===== src/rtl/br_lite_local_if.sv =====
// BrLite PE-side local-port adapter.
// The TX side turns PE requests into router LOCAL-input flits.
// The RX side acks router LOCAL-output flits into a small FIFO that the PE drains.

package br_lite_pkg;
    localparam int BR_PAYLOAD_W = 32;
    localparam int BR_ADDR_W    = 16;
    localparam int BR_SVC_W     = 2;
    localparam int BR_ID_W      = 5;

    typedef enum logic [BR_SVC_W-1:0] {
        BR_SVC_ALL   = 2'd0,
        BR_SVC_TGT   = 2'd1,
        BR_SVC_CLEAR = 2'd2
    } br_svc_t;

    // The field order sets the packed layout: payload sits in the MSBs and id in the LSBs.
    typedef struct packed {
        logic [BR_PAYLOAD_W-1:0] payload;
        logic [BR_ADDR_W-1:0]    seq_source;
        logic [BR_ADDR_W-1:0]    seq_target;
        br_svc_t                 service;
        logic [BR_ID_W-1:0]      id;
    } br_data_t;

    localparam int BR_DATA_W = $bits(br_data_t);
endpackage

module br_lite_local_if
    import br_lite_pkg::*;
#(
    parameter logic [BR_ADDR_W-1:0] SEQ_ADDRESS = 16'h0,
    parameter int                   RX_DEPTH    = 4
) (
    input  logic                        clk_i,
    input  logic                        rst_i,
    input  logic                        tx_valid_i,
    output logic                        tx_ready_o,
    input  logic [BR_SVC_W-1:0]         tx_service_i,
    input  logic [BR_ADDR_W-1:0]        tx_target_i,
    input  logic [BR_PAYLOAD_W-1:0]     tx_payload_i,
    output logic                        tx_err_o,
    output logic [BR_DATA_W-1:0]        br_flit_o,
    output logic                        br_req_o,
    input  logic                        br_ack_i,
    input  logic                        br_busy_i,
    input  logic [BR_DATA_W-1:0]        br_flit_i,
    input  logic                        br_req_i,
    output logic                        br_ack_o,
    output logic                        rx_valid_o,
    input  logic                        rx_ready_i,
    output logic [BR_DATA_W-1:0]        rx_data_o,
    output logic [$clog2(RX_DEPTH):0]   rx_count_o
);

    localparam int PTR_W   = $clog2(RX_DEPTH);
    localparam int CNT_W   = PTR_W + 1;
    localparam int SVC_LSB = BR_ID_W;

    typedef enum logic [1:0] {
        TX_IDLE = 2'd0,
        TX_REQ  = 2'd1,
        TX_GAP  = 2'd2
    } tx_state_t;

    tx_state_t          state_q, state_d;
    logic [BR_ID_W-1:0] id_q;
    logic               tx_accept;
    logic               tx_legal;

    assign tx_accept = tx_valid_i && tx_ready_o;
    assign tx_legal  = br_svc_t'(tx_service_i) != BR_SVC_CLEAR;

    // TX next state and ready. Ready is only offered while idle, not in reset, and while the router is not busy.
    always_comb begin
        state_d    = state_q;
        tx_ready_o = 1'b0;
        case (state_q)
            TX_IDLE: begin
                tx_ready_o = !br_busy_i && !rst_i;
                if (tx_valid_i && tx_ready_o && tx_legal) begin
                    state_d = TX_REQ;
                end
            end
            TX_REQ: begin
                if (br_ack_i) begin
                    state_d = TX_GAP;
                end
            end
            TX_GAP:  state_d = TX_IDLE;
            default: state_d = TX_IDLE;
        endcase
    end

    // TX state register.
    always_ff @(posedge clk_i) begin
        if (rst_i) begin
            state_q <= TX_IDLE;
        end else begin
            state_q <= state_d;
        end
    end

    // TX flit, request, packet id and error pulse. The flit stays frozen until the next accept.
    always_ff @(posedge clk_i) begin
        if (rst_i) begin
            br_req_o  <= 1'b0;
            br_flit_o <= '0;
            id_q      <= '0;
            tx_err_o  <= 1'b0;
        end else begin
            tx_err_o <= tx_accept && !tx_legal;
            if (tx_accept && tx_legal) begin
                br_flit_o <= {tx_payload_i, SEQ_ADDRESS, tx_target_i, tx_service_i, id_q};
                id_q      <= id_q + BR_ID_W'(1);
                br_req_o  <= 1'b1;
            end else if (state_q == TX_REQ && br_ack_i) begin
                br_req_o <= 1'b0;
            end
        end
    end

    logic [BR_DATA_W-1:0] rx_mem [RX_DEPTH];
    logic [PTR_W-1:0]     wr_ptr_q, rd_ptr_q;
    logic [CNT_W-1:0]     count_q;
    logic                 rx_full;
    logic                 rx_take;
    logic                 rx_push;
    logic                 rx_pop;

    // Full comes from the registered count. A pop therefore frees space for a take only on the following cycle.
    assign rx_full    = count_q == CNT_W'(RX_DEPTH);
    assign rx_take    = br_req_i && !br_ack_o && !rx_full;
    assign rx_push    = rx_take && (br_svc_t'(br_flit_i[SVC_LSB +: BR_SVC_W]) != BR_SVC_CLEAR);
    assign rx_valid_o = count_q != '0;
    assign rx_pop     = rx_valid_o && rx_ready_i;
    assign rx_count_o = count_q;
    assign rx_data_o  = rx_valid_o ? rx_mem[rd_ptr_q] : '0;

    // RX storage. Only the pointers are reset; an empty FIFO masks stale data.
    always_ff @(posedge clk_i) begin
        if (rx_push) begin
            rx_mem[wr_ptr_q] <= br_flit_i;
        end
    end

    // RX ack pulse, pointers and occupancy. The power-of-two depth lets the pointers wrap naturally.
    always_ff @(posedge clk_i) begin
        if (rst_i) begin
            br_ack_o <= 1'b0;
            wr_ptr_q <= '0;
            rd_ptr_q <= '0;
            count_q  <= '0;
        end else begin
            br_ack_o <= rx_take;
            if (rx_push) begin
                wr_ptr_q <= wr_ptr_q + PTR_W'(1);
            end
            if (rx_pop) begin
                rd_ptr_q <= rd_ptr_q + PTR_W'(1);
            end
            case ({rx_push, rx_pop})
                2'b10:   count_q <= count_q + CNT_W'(1);
                2'b01:   count_q <= count_q - CNT_W'(1);
                default: count_q <= count_q;
            endcase
        end
    end

endmodule


===== config.mk =====
export PLATFORM = sky130hd
export DESIGN_NAME = br_lite_local_if
export DESIGN_NICKNAME = d
export VERILOG_FILES = /design/src/rtl/br_lite_local_if.sv
export SDC_FILE = /design/constraint.sdc
export NUM_CORES = 1
export LEC_CHECK = 0
export ABC_AREA = 0
export CORE_MARGIN = 10
export CORE_UTILIZATION = 30
export DETAILED_ROUTE_END_ITERATION = 10
export PLACE_DENSITY_LB_ADDON = 0.3
export SLEW_MARGIN = 25
export SYNTH_ARGS = -nofsm -noshare
export SYNTH_HDL_FRONTEND = slang
export SYNTH_SLANG_ARGS = --single-unit

===== constraint.sdc =====
create_clock -name clk_i -period 3.55 [get_ports clk_i]
set_input_delay 0.355 -clock clk_i [delete_from_list [all_inputs] [get_ports clk_i]]
set_output_delay 0.355 -clock clk_i [all_outputs]
set_load 0.005 [all_outputs]

==> flow_metrics.env <==
export IMPL_run_status="complete, no violations"
export IMPL_worstMarginPinSlew_ns=0.8537
export IMPL_initial_core_util_pct=30.26
export IMPL_setup_viol=0
export IMPL_layout_commonest_cell="edfxtp_1"
export IMPL_crit_path_start_kind="flop"
export IMPL_power_density_nw_per_um2=645.8
export IMPL_power_internal_mw=8.978
export IMPL_fp_dieW_um=236.3
export IMPL_seqPwrFrac_pct=40.3
export IMPL_wl_per_cell_um=20.94
export IMPL_syn2layout_area_growth_pct=33.10
export IMPL_antenna_found_initial=4
export IMPL_cts_root_buf="clkbuf_16"
export IMPL_p_leak_nw=5.931
export IMPL_dr_pass1_iters=4
export IMPL_drive_gt1_share_pct=15.09
export IMPL_grt_ovfl_total=0
export IMPL_hold_buffers=0
export IMPL_grt_first_pass_wirelength_mm=55.29
export IMPL_io_pins=278
export IMPL_synth_seq_cells=358
export IMPL_rsz0062_at_grt="false"
export IMPL_clk_path_buf_depth=3
export IMPL_die_y_um=236.3
export IMPL_track_usage_pct=12.64
export IMPL_fin_nets=1219
export IMPL_synth_cell_types=36
export IMPL_synth_edf_count=284
export IMPL_arrival_ns=2.75
export IMPL_ir_worst_vdd_mv=0.4252
export IMPL_combinationalPowerShare_pct=26.1
export IMPL_cts_sinks=358
export IMPL_synth_main_ff_cell="edfxtp_1"
export IMPL_yosysSeqAreaShare_pct=71.35
export IMPL_num_rows=79
export IMPL_timing_final_crit_share_pct=87.60
export IMPL_clkPwrFrac_pct=33.5
export IMPL_required_ns=3.19
export IMPL_gp_congestion=0.7165
export IMPL_hold_viol=0
export IMPL_dieArea_um2=55820
export IMPL_postRouteAntennaNets=0
export IMPL_cap_violations=0
export IMPL_hpwl_mm=23.05
export IMPL_cts_setup_buffers=0
export IMPL_fin_skew_ns=0.01423
export IMPL_routed_via_density=4.798
export IMPL_path_clk_slew_ns=0.06
export IMPL_synth_area_um2=14030
export IMPL_pre_cts_ws_ns=0.6821
export IMPL_critPathMaxFanout=71
export IMPL_layout_common_cells="edfxtp_1 (284), clkdlybuf4s50_1 (259), dfxtp_1 (72)"
export IMPL_power_switching_mw=3.080
export IMPL_finalSetupTns_ns=0
export IMPL_fmax_mhz=321.6
export IMPL_syn_inst=831
export IMPL_path_class="reg -> out"
export IMPL_cts_tree="yes"
export IMPL_clk_latency_ns=0.55
export IMPL_multiInputGateArea_um2=3646
export IMPL_period_needed_ns=3.110
export IMPL_grt_pass1_vias=8663
export IMPL_fp_coreArea_um2=46360
export IMPL_cts_buffers=41
export IMPL_critPathCaptureType="primary output"
export IMPL_slew_headroom_pct=42.97
export IMPL_vias=8258
export IMPL_cts_repair_resized=0
export IMPL_synthArstFlopShare_pct=0
export IMPL_grt_max_degree=76
export IMPL_power_total_mw=12.06
export IMPL_ys_warnings_count=0
export IMPL_hp_class="in -> reg"
export IMPL_seq_area_um2=10020
export IMPL_final_max_slew_viol_count=0
export IMPL_wl_mm=36.03
export IMPL_io_buffers=261
export IMPL_n_fill_cell=4270
export IMPL_p_sw_share_pct=25.54
export IMPL_drtIter0Drc=507
export IMPL_setup_slack_ns=0.4403
export IMPL_drc=0
export IMPL_postSynthAreaPerCell_um2=16.88
export IMPL_htree_levels=2
synthesized netlist by cell type, drive strengths merged, types with 2 or more instances:
cell type  number  share of area, %
or3             2             0.089
xor2            4              0.25
nor4            2             0.089
ha              6              0.54
nor3            4              0.14
edfxtp        284                61
nand3           4              0.14
inv             9              0.24
clkbuf         52               1.4
nor2b           4              0.18
o31ai          58               3.1
nor2           10              0.27
nand2b          5              0.22
o21ai           2             0.071
nand4          55               2.5
mux4           71                11
or4             4              0.24
a21oi          61               2.2
dfxtp          74                11
and2           75               3.3
buf            34               1.6
mux2            2              0.16
worst max-delay path: stages (launching register included):
cell,delay [ns]
dfxtp_4,0.35
buf_12,0.41
mux4_2,0.66
and2_1,0.19
clkdlybuf4s50_1,0.45
final cells by class:
class                   instances  area share (%)
flip-flops and latches        358           53.65
multi-input cells             393           19.53
repair buffers                281           15.61
clock buffers                  46           5.709
well taps                     607           4.067
clock inverters                26           1.246
inverters                       9          0.1809
diodes                          1         0.01340
layer usage:
metal,share of wire (%),GRT usage (%),wire length (µm)
met5,0.069,0,25
met4,1.5,2.992,545
met3,11,6.090,3923
met2,46,19.45,16510
met1,42,15.71,15030
per-stage QoR:
stage | hold WS [ns] | cell area (µm²) | util [%] | cells
after floorplan | 0.4527 | 14090 | - | 846
after global placement | 0.4452 | 17370 | 37.46 | 1648
after detailed placement | 0.4479 | 17370 | 37.47 | 1648
after CTS | 0.3101 | 18670 | 40.27 | 1720
after global routing | 0.3316 | 18670 | 40.27 | 1720
final | 0.3619 | 18670 | 40.28 | 1721
cell families (layout without fill, tap and decap cells):
family,count (synthesis),after routing,share of synthesized area (%)
other cells,1,17,0.02673
flops,358,358,71.35
xor+xnor,4,4,0.2497
fa+ha+maj,7,7,0.6778
mux,74,74,11.63
buf+inv,95,362,3.246
compound gates,123,123,5.458
simple gates,169,169,7.366
sequential cells by signal, indices dropped and copies added (netlist names), named ones only:
| register | cells |
|---|---|
| br_flit_o | 55 |
| state_q | 2 |
| wr_ptr_q | 2 |
| id_q | 5 |
| rd_ptr_q | 2 |
| rx_mem | 284 |
| rx_count_o | 3 |
| br_req_o | 1 |
| tx_err_o | 1 |
| br_ack_o | 1 |
final timing paths:
path | from | end | slack (ns) | depth (start not counted)
setup / recovery | flop | rx_data_o[10] | 0.44 | 4
hold / removal | tx_payload_i[24] | br_flit_o[63] | 0.36 | 3
setup reg to reg | rx_count_o[2] | rx_count_o[2] | 1.00 | 9
hold reg to reg | br_req_o | br_req_o | 0.45 | 2
power by group through the flow:
| stage | clock, mW | combinational (mW) | sequential (mW) |
|---|---|---|---|
| after floorplan | 0 | 1.52 | 4.93 |
| after global placement | 0 | 3.26 | 4.94 |
| after detailed placement | 0 | 3.28 | 4.96 |
| after CTS | 4.19 | 3.29 | 4.87 |
| after global routing | 4.37 | 3.47 | 4.89 |
| final | 4.04 | 3.15 | 4.87 |
Power figures use the tool's default switching activity.
